--- src/rtl/fdtd_src_sched_if.sv ---
// Request/response bundle between the FDTD source scheduler, the field memory
// and the source-update datapath.
interface fdtd_src_sched_if #(
   parameter int FDTD_DATA_WIDTH = 32,
   parameter int ADDR_WIDTH      = 10
);
   logic                       start;
   logic                       abort;
   logic                       hold;
   logic [ADDR_WIDTH-1:0]      base_addr;
   logic [ADDR_WIDTH-1:0]      num_cells;
   logic                       rd_en;
   logic [ADDR_WIDTH-1:0]      rd_addr;
   logic [FDTD_DATA_WIDTH-1:0] rd_data;
   logic                       clken;
   logic [FDTD_DATA_WIDTH-1:0] Ez_c_o;
   logic [FDTD_DATA_WIDTH-1:0] Ez_n_i;
   logic                       wr_en;
   logic [ADDR_WIDTH-1:0]      wr_addr;
   logic [FDTD_DATA_WIDTH-1:0] wr_data;
   logic                       busy;
   logic                       done;
   logic [ADDR_WIDTH-1:0]      wr_count;

   modport slave (
      input  start, abort, hold, base_addr, num_cells, rd_data, Ez_n_i,
      output rd_en, rd_addr, clken, Ez_c_o, wr_en, wr_addr, wr_data,
             busy, done, wr_count
   );

   modport master (
      output start, abort, hold, base_addr, num_cells, rd_data, Ez_n_i,
      input  rd_en, rd_addr, clken, Ez_c_o, wr_en, wr_addr, wr_data,
             busy, done, wr_count
   );
endinterface

--- src/rtl/fdtd_src_sched.sv ---
// Sweeps a run of source cells: reads each field value, feeds it through the
// enabled update datapath and writes the result back to the same address.
//
//   state | meaning
//   IDLE  | waiting for start
//   RUN   | issuing one read per enabled cycle
//   DRAIN | all reads issued, waiting for in-flight cells to write back
//   DONE  | one-cycle completion pulse
module fdtd_src_sched #(
   parameter int FDTD_DATA_WIDTH = 32,
   parameter int ADDR_WIDTH      = 10,
   parameter int PIPE_LAT        = 3
) (
   input logic               CLK,
   input logic               RST,
   fdtd_src_sched_if.slave   bus
);
   localparam int DEPTH = 1 + PIPE_LAT;

   typedef enum logic [1:0] {IDLE, RUN, DRAIN, DONE} state_t;

   state_t                     state, state_nxt;
   logic [ADDR_WIDTH-1:0]      base_q, num_q, idx_q, wr_count_q;
   logic [DEPTH-1:0]           vld_q;
   logic [ADDR_WIDTH-1:0]      adr_q [DEPTH];
   logic                       rd_en_d;
   logic [FDTD_DATA_WIDTH-1:0] ez_c_q;
   logic [ADDR_WIDTH-1:0]      rd_addr_raw;
   logic                       active, clken, kill, rd_en, wr_en;
   logic                       last_issue, drain_empty;

   always_comb begin
      active      = (state == RUN) || (state == DRAIN);
      clken       = active && !bus.hold;
      kill        = active && bus.abort;
      rd_en       = (state == RUN) && clken && !bus.abort;
      wr_en       = vld_q[PIPE_LAT] && clken && !bus.abort;
      rd_addr_raw = base_q + idx_q;
      last_issue  = (idx_q == num_q - ADDR_WIDTH'(1));
      // Empty after this edge: nothing behind the last stage, and the last stage
      // (if valid) is being written now.
      drain_empty = ~|vld_q[PIPE_LAT-1:0] && (clken || !vld_q[PIPE_LAT]);
   end

   always_comb begin
      state_nxt = state;
      case (state)
         IDLE:  if (bus.start) state_nxt = (bus.num_cells == '0) ? DONE : RUN;
         RUN:   if (kill) state_nxt = IDLE;
                else if (rd_en && last_issue) state_nxt = DRAIN;
         DRAIN: if (kill) state_nxt = IDLE;
                else if (drain_empty) state_nxt = DONE;
         DONE:  state_nxt = IDLE;
         default: state_nxt = IDLE;
      endcase
   end

   always_ff @(posedge CLK or posedge RST) begin
      if (RST) begin
         state      <= IDLE;
         base_q     <= '0;
         num_q      <= '0;
         idx_q      <= '0;
         wr_count_q <= '0;
         rd_en_d    <= 1'b0;
         ez_c_q     <= '0;
      end else begin
         state   <= state_nxt;
         rd_en_d <= rd_en;
         if (rd_en_d) ez_c_q <= bus.rd_data;
         if (state == IDLE && bus.start) begin
            base_q     <= bus.base_addr;
            num_q      <= bus.num_cells;
            idx_q      <= '0;
            wr_count_q <= '0;
         end else begin
            if (rd_en) idx_q <= idx_q + ADDR_WIDTH'(1);
            if (wr_en) wr_count_q <= wr_count_q + ADDR_WIDTH'(1);
         end
      end
   end

   // In-flight tracker; stage 0 is the read just issued, stage PIPE_LAT writes back.
   always_ff @(posedge CLK or posedge RST) begin
      if (RST) begin
         vld_q <= '0;
         for (int i = 0; i < DEPTH; i++) adr_q[i] <= '0;
      end else if (kill) begin
         vld_q <= '0;
      end else if (clken) begin
         vld_q    <= {vld_q[PIPE_LAT-1:0], rd_en};
         adr_q[0] <= rd_addr_raw;
         for (int i = 1; i < DEPTH; i++) adr_q[i] <= adr_q[i-1];
      end
   end

   assign bus.rd_en    = rd_en;
   assign bus.rd_addr  = rd_en ? rd_addr_raw : '0;
   assign bus.clken    = clken;
   assign bus.Ez_c_o   = ez_c_q;
   assign bus.wr_en    = wr_en;
   assign bus.wr_addr  = wr_en ? adr_q[PIPE_LAT] : '0;
   assign bus.wr_data  = wr_en ? bus.Ez_n_i : '0;
   assign bus.busy     = active;
   assign bus.done     = (state == DONE);
   assign bus.wr_count = wr_count_q;

endmodule

--- src/flat_wrapper.sv ---
// flat-port wrapper written by rule: the top's interface ports become plain ports
module fdtd_src_sched_flat 
#(
   parameter int FDTD_DATA_WIDTH = 32,
   parameter int ADDR_WIDTH      = 10,
   parameter int PIPE_LAT        = 3
)
  (CLK, RST, bus_start, bus_abort, bus_hold, bus_base_addr, bus_num_cells, bus_rd_data, bus_Ez_n_i, bus_rd_en, bus_rd_addr, bus_clken, bus_Ez_c_o, bus_wr_en, bus_wr_addr, bus_wr_data, bus_busy, bus_done, bus_wr_count);
  fdtd_src_sched_if #(.FDTD_DATA_WIDTH(FDTD_DATA_WIDTH), .ADDR_WIDTH(ADDR_WIDTH)) bus_i ();
  input logic CLK;
  input logic RST;
  input wire logic [$bits(bus_i.start)-1:0] bus_start;
  input wire logic [$bits(bus_i.abort)-1:0] bus_abort;
  input wire logic [$bits(bus_i.hold)-1:0] bus_hold;
  input wire logic [$bits(bus_i.base_addr)-1:0] bus_base_addr;
  input wire logic [$bits(bus_i.num_cells)-1:0] bus_num_cells;
  input wire logic [$bits(bus_i.rd_data)-1:0] bus_rd_data;
  input wire logic [$bits(bus_i.Ez_n_i)-1:0] bus_Ez_n_i;
  output wire logic [$bits(bus_i.rd_en)-1:0] bus_rd_en;
  output wire logic [$bits(bus_i.rd_addr)-1:0] bus_rd_addr;
  output wire logic [$bits(bus_i.clken)-1:0] bus_clken;
  output wire logic [$bits(bus_i.Ez_c_o)-1:0] bus_Ez_c_o;
  output wire logic [$bits(bus_i.wr_en)-1:0] bus_wr_en;
  output wire logic [$bits(bus_i.wr_addr)-1:0] bus_wr_addr;
  output wire logic [$bits(bus_i.wr_data)-1:0] bus_wr_data;
  output wire logic [$bits(bus_i.busy)-1:0] bus_busy;
  output wire logic [$bits(bus_i.done)-1:0] bus_done;
  output wire logic [$bits(bus_i.wr_count)-1:0] bus_wr_count;
  assign bus_i.start = bus_start;
  assign bus_i.abort = bus_abort;
  assign bus_i.hold = bus_hold;
  assign bus_i.base_addr = bus_base_addr;
  assign bus_i.num_cells = bus_num_cells;
  assign bus_i.rd_data = bus_rd_data;
  assign bus_i.Ez_n_i = bus_Ez_n_i;
  assign bus_rd_en = bus_i.rd_en;
  assign bus_rd_addr = bus_i.rd_addr;
  assign bus_clken = bus_i.clken;
  assign bus_Ez_c_o = bus_i.Ez_c_o;
  assign bus_wr_en = bus_i.wr_en;
  assign bus_wr_addr = bus_i.wr_addr;
  assign bus_wr_data = bus_i.wr_data;
  assign bus_busy = bus_i.busy;
  assign bus_done = bus_i.done;
  assign bus_wr_count = bus_i.wr_count;
  fdtd_src_sched #(.FDTD_DATA_WIDTH(FDTD_DATA_WIDTH), .ADDR_WIDTH(ADDR_WIDTH), .PIPE_LAT(PIPE_LAT)) u_core (.CLK(CLK), .RST(RST), .bus(bus_i));
endmodule
--- config.mk ---
export PLATFORM = sky130hd
export DESIGN_NAME = fdtd_src_sched_flat
export DESIGN_NICKNAME = d
export VERILOG_FILES = /design/src/rtl/fdtd_src_sched_if.sv /design/src/rtl/fdtd_src_sched.sv /design/src/flat_wrapper.sv
export SDC_FILE = /design/constraint.sdc
export NUM_CORES = 1
export LEC_CHECK = 0
export BUFFER_PORTS_ARGS = -buffer_cell sky130_fd_sc_hd__buf_2
export CAP_MARGIN = 30
export CORE_MARGIN = 2
export CORE_UTILIZATION = 40
export DETAILED_ROUTE_END_ITERATION = 10
export PLACE_DENSITY = 0.72
export SYNTH_ARGS = -nofsm -noshare
export SYNTH_HDL_FRONTEND = slang
export SYNTH_SLANG_ARGS = --single-unit
--- constraint.sdc ---
create_clock -name CLK -period 8 [get_ports CLK]
set_input_delay 0.4 -clock CLK [delete_from_list [all_inputs] [get_ports CLK]]
set_output_delay 0.4 -clock CLK [all_outputs]
set_load 0.05 [all_outputs]
After elaboration in Yosys (flattened, before gate mapping)
Cells that the tools add are included.
{ "classes": {"n_addsub": 4, "eq_ne": 7, "n_mux": 16, "bitwise": 1, "n_reduce_logical": 23} }
{ "ops": {"columns": ["operator", "count"], "rows": [
  ["10-bit 2-to-1 mux", 6],
  ["32-bit 2-to-1 mux", 1],
  ["10-bit by 1-bit adder with 10-bit output, second input constant", 2],
  ["2-bit 2-to-1 mux", 6],
  ["10-bit adder", 1],
  ["10-bit == test", 1],
  ["10-bit zero test", 1],
  ["10-bit by 1-bit subtractor with 10-bit output, second input constant", 1],
  ["1-bit logical AND", 9],
  ["4-bit 2-to-1 mux", 2],
  ["2-bit case mux with 4 select lines", 1],
  ["2-bit nonzero test", 3],
  ["2-bit == test, second input constant", 2],
  ["1-bit zero test", 4],
  ["3-bit by 1-bit inequality test with 1-bit output, second input constant", 1],
  ["3-bit by 2-bit inequality test with 1-bit output, second input constant", 1],
  ["3-bit AND reduction", 1],
  ["3-bit OR reduction", 1],
  ["2-bit by 1-bit == test with 1-bit output, second input constant", 1],
  ["2-bit zero test", 1],
  ["1-bit logical OR", 2],
  ["2-bit inequality test, second input constant", 1],
  ["2-bit AND reduction", 1],
  ["1-bit NOT", 1]
]} }
{ "word_totals": {"reg_bits": 119, "wordCells": 63} }

Depth between registers and ports, before layout
{ "depth": {"word_depth": 9, "depth_mapped": 10} }

Worst setup path after synthesis
OpenSTA, ideal clock, no wires.
{ "synth_path": {"path_kind": "reg2out", "start": "register u_core.idx_q[0]", "end": "output bus_rd_addr[6]", "t_arrival_ns": 2.755, "required_time_ns": 7.600, "slack_ns": 4.845, "path_stages_with_launch": 10, "n_path_buf": 0, "path_cell_list": "dfrtp_1 -> ha_1 -> inv_1 -> fa_1 -> nor2b_1 -> o21ai_1 -> a21oi_1 -> o21ai_1 -> nor3b_1 -> nor3_1"} }
{ "synth_via": {"elab_chain_cells": 2} }
{ "synth_rtl": {"columns": ["item", "line", "source"], "rows": [
  ["start, declared", "fdtd_src_sched.sv:23", "logic [ADDR_WIDTH-1:0] base_q, num_q, idx_q, wr_count_q;"],
  ["start signal, assigned", "fdtd_src_sched.sv:77", "if (rd_en) idx_q <= idx_q + ADDR_WIDTH'(1);"],
  ["10-bit adder", "fdtd_src_sched.sv:38", "rd_addr_raw = base_q + idx_q;"],
  ["10-bit 2-to-1 mux", "fdtd_src_sched.sv:98", "assign bus.rd_addr = rd_en ? rd_addr_raw : '0;"],
  ["end, declared", "flat_wrapper.sv:20", "output wire logic [$bits(bus_i.rd_addr)-1:0] bus_rd_addr;"]
]} }
Every way passes these cells.

Final worst setup path
{ "layout_path": {"start": "register u_core.idx_q[0]", "end": "output bus_rd_addr[8]"} }
Same word-level chain as after synthesis.

==> impl_summary.log <==
INFO  metric rr_startpoint = u_core.state[0]
INFO  metric ios = around 190
INFO  metric p_leak = 4.03 nW
INFO  metric antenna_cells_inserted = 0
INFO  metric via_count = 4716
INFO  metric start_kind = register
INFO  metric status = finished clean
INFO  metric mappedNetlistArea = between 5000 and 6000 µm²
INFO  metric vias_per_cell = just under 5
INFO  metric final_cell_mix = 187 x buf_2, 120 x nand2_1, 119 x dfrtp_1
INFO  metric initial_antenna_violation_count = 0
INFO  metric final-hold-violation-count = 0
INFO  metric ys_ff_latch = roughly 120
INFO  metric finClkSkew = 19.1 ps
INFO  metric power.density_cell_area = 385 nW/µm²
INFO  metric core_area = approximately 14000 µm²
INFO  metric area.growth.synth_to_final = 27.6%
INFO  metric global_route_wire_length_before_repair = approximately 21000 µm
INFO  metric cts_tree = built
INFO  metric final_util = 0.522
INFO  metric cpMaxStageDelayCell = dfrtp_1
INFO  metric timing.critical_path.arrival = between 2000 and 3000 ps
INFO  metric ys_dominant_reg_cell = dfrtp_1
INFO  metric cts_setup_buffers = 0
INFO  metric crit_family = compound AO/OA/AOI/OAI gates
INFO  metric setup_viol_count_final = 0
INFO  metric drt_pass1_iterations = 4
INFO  metric reg2reg_depth = 8
INFO  metric yosys_warnings = 0
INFO  metric ant_nets = 0
INFO  metric cts-buffers-inserted = 17
INFO  metric dpl.hpwl = approximately 9400 µm
INFO  metric critical_path.n_buffers_inverters = 2
INFO  metric cts.sink_count = 119
INFO  metric cp_num_cells = 10
INFO  metric syn_area_per_cell = about 10 µm²
INFO  metric mappedNetlistNets = 692
INFO  metric classification_of_the_worst_slack_hold_path = primary input to async pin
INFO  metric max_freq = 297 MHz
INFO  metric post_route_cells_drive_above_1_share = 0.368
INFO  metric postSynthCellCount = between 500 and 600
INFO  metric gr-usage-all-layers = 0.166
INFO  metric cts_buffer_depth = 2
INFO  metric maxSlewViolCount = 0
INFO  metric finalWirelength = between 10000 and 15000 µm
INFO  metric gpl.final_weighted_congestion = approximately 0.8
INFO  metric reg2reg_to = u_core.bus.wr_count[9]
INFO  metric leading_cell_type_in_the_layout_fill_and_taps_excluded = buf_2
INFO  metric grt-ovfl-total = 0
INFO  metric async_flop_share = 1.00
INFO  metric worst_slew_margin_rel = 0.384
INFO  metric critical_path.endpoint_type = output pin
INFO  metric grt_pass1_vias = about 4400
INFO  metric final_min_period_over_clock_period = 0.421
INFO  metric floorplan.rows = 44
INFO  metric crit_chain = ha_1 -> inv_1 -> fa_1 -> nor2b_1 -> o21ai_1 -> a21oi_1 -> o21ai_1 -> a2111o_1 -> o21ai_0 -> buf_2
INFO  metric drt_drc_violations_left = 0
INFO  metric peak_supply_drop = ~0.18 mV
INFO  metric final.min_clock_period = ~3400 ps
INFO  metric crit_path_max_incr_delay = roughly 450 ps
INFO  metric floorplan.die.height = 126 µm
INFO  metric cts-hold-fix-buffers = 0
INFO  metric grt_start_max_net_pins = between 70 and 80
INFO  metric wl_per_cell = about 14 µm
INFO  metric most_used_cell_cp = o21ai_1
INFO  metric die_w = ~130 µm
INFO  metric h-tree-depth = 4
INFO  metric synth-edff-count = 0
INFO  metric netlist-cell-type-count = 58
INFO  metric initial_utilization = 0.409
INFO  metric fin_setup_tns = 0 ps
INFO  metric design.final.nets = 872
INFO  metric placement.io_buffers = between 150 and 200
INFO  metric reg2reg_slack = between 5000 and 6000 ps
INFO  metric postCtsResizedCells = 0
INFO  metric path_max_fanout = 5
INFO  metric worstMarginPinSlew = about 900 ps
INFO  metric cts.clk_slew.worst_paths = approximately 50 ps
INFO  metric critPathRequiredTime = roughly 7600 ps
INFO  metric worst_skew_pair_later_pin_latency = approximately 400 ps
INFO  metric design.die.area = between 15000 and 20000 µm²
INFO  metric detailedRoute.firstIterationViolations = between 200 and 300
INFO  metric drv.max_cap_violation_count = 0
INFO  metric synth_seq_area_share = 0.503
INFO  metric root_buffer_selected_by_cts = clkbuf_16
INFO  metric rsz0062_at_grt = false
INFO  metric crit_path_class = register to output pin
## cells by family after synthesis
logic type	after synthesis	share of synthesized area
muxes	50	0.0946
adders and majority gates	18	0.0393
and+or+nand+nor	248	0.200
buffers and inverters	55	0.0374
xor gates and xnor gates	34	0.0503
DFF	119	0.503
AOI/OAI and AO/OA	61	0.0760
## cell type report
cell class              instances  area, µm²
repair buffers                193       1000
multi-input cells             411       2730
fillers                      1344       6920
clock buffers                  19        443
clock inverters                13       82.6
well taps                     184        230
flip-flops and latches        119       2980
inverters                      23       93.8
## worst max-delay path by stage
| stage | start | to |
|---|---|---|
| after floorplan | RST | u_core.adr_q[0] |
| after global placement | u_core.idx_q[0] | bus_rd_addr[8] |
| after detailed placement | u_core.state[0] | bus_wr_data[2] |
| after CTS | u_core.state[0] | bus_wr_data[2] |
| after global routing | u_core.state[0] | bus_wr_addr[5] |
| final | u_core.idx_q[0] | bus_rd_addr[8] |
## sequential cells by signal (all words and copies together) (netlist names)
register             flops
u_core.idx_q            10
u_core.bus.wr_count     10
u_core.rd_en_d           1
u_core.adr_q            40
u_core.base_q           10
u_core.bus.Ez_c_o       32
u_core.state             2
u_core.num_q            10
u_core.vld_q             4
## synth_stat cells, types with 2 or more instances
master | n | share of area
nor4_1 | 5 | 0.0053
o21ai_1 | 2 | 0.0017
buf_2 | 2 | 0.0017
nand3_1 | 8 | 0.0068
or2_2 | 2 | 0.0021
a22oi_1 | 4 | 0.0051
xor2_1 | 20 | 0.030
nand4_1 | 8 | 0.0084
nand2_1 | 120 | 0.076
mux2i_1 | 2 | 0.0034
nor2_1 | 35 | 0.022
nor2b_1 | 4 | 0.0042
dfrtp_1 | 119 | 0.50
clkbuf_1 | 25 | 0.016
o2111ai_1 | 4 | 0.0059
ha_1 | 17 | 0.036
a2111o_1 | 2 | 0.0038
o21ai_0 | 16 | 0.014
and3_1 | 45 | 0.048
and2_1 | 5 | 0.0053
mux2_2 | 48 | 0.091
buf_1 | 4 | 0.0025
xnor2_1 | 14 | 0.021
inv_1 | 22 | 0.014
o22ai_1 | 4 | 0.0042
nand2b_1 | 3 | 0.0032
nor3_1 | 4 | 0.0034
a21boi_0 | 2 | 0.0025
a21oi_1 | 9 | 0.0076
o31ai_1 | 2 | 0.0025
## metrics by stage
stage / setup slack, ps / instances / instance area, µm² / power, W / hold slack (ps)
final: 4630 / 962 / 7560 / 0.00291 / 67.2
after global routing: 4370 / 962 / 7560 / 0.00310 / 94.5
after CTS: 4650 / 961 / 7530 / 0.00294 / 203
after detailed placement: 5100 / 929 / 7010 / 0.00226 / 452
after global placement: 5160 / 929 / 7010 / 0.00223 / 446
after floorplan: 4440 / 585 / 5920 / 0.00197 / 438
## where the power goes
group	switching (W)	internal, W	leakage, nW
clock	0.000264	0.000400	0.254
sequential	0.000175	0.000852	1.50
combinational	0.000806	0.000416	2.27
## worst reg2reg max path, delay by kind of cell (launching register included)
kind / cells / cell delay, ps
DFF: 1 / 410
buffers and inverters: 1 / 100
xor gates and xnor gates: 1 / 150
and+or+nand+nor: 5 / 1410
adders and majority gates: 1 / 440
## metal layers
metal	global-route usage	routed length [µm]	share of wire	vias to the layer above
li1	-	-	-	2353
met1	0.215	5880	0.45	2244
met4	0.0523	184	0.014	0
met3	0.0446	539	0.041	12
met5	0	0	0	-
met2	0.274	6540	0.50	107
Power figures use the tool's default switching activity.
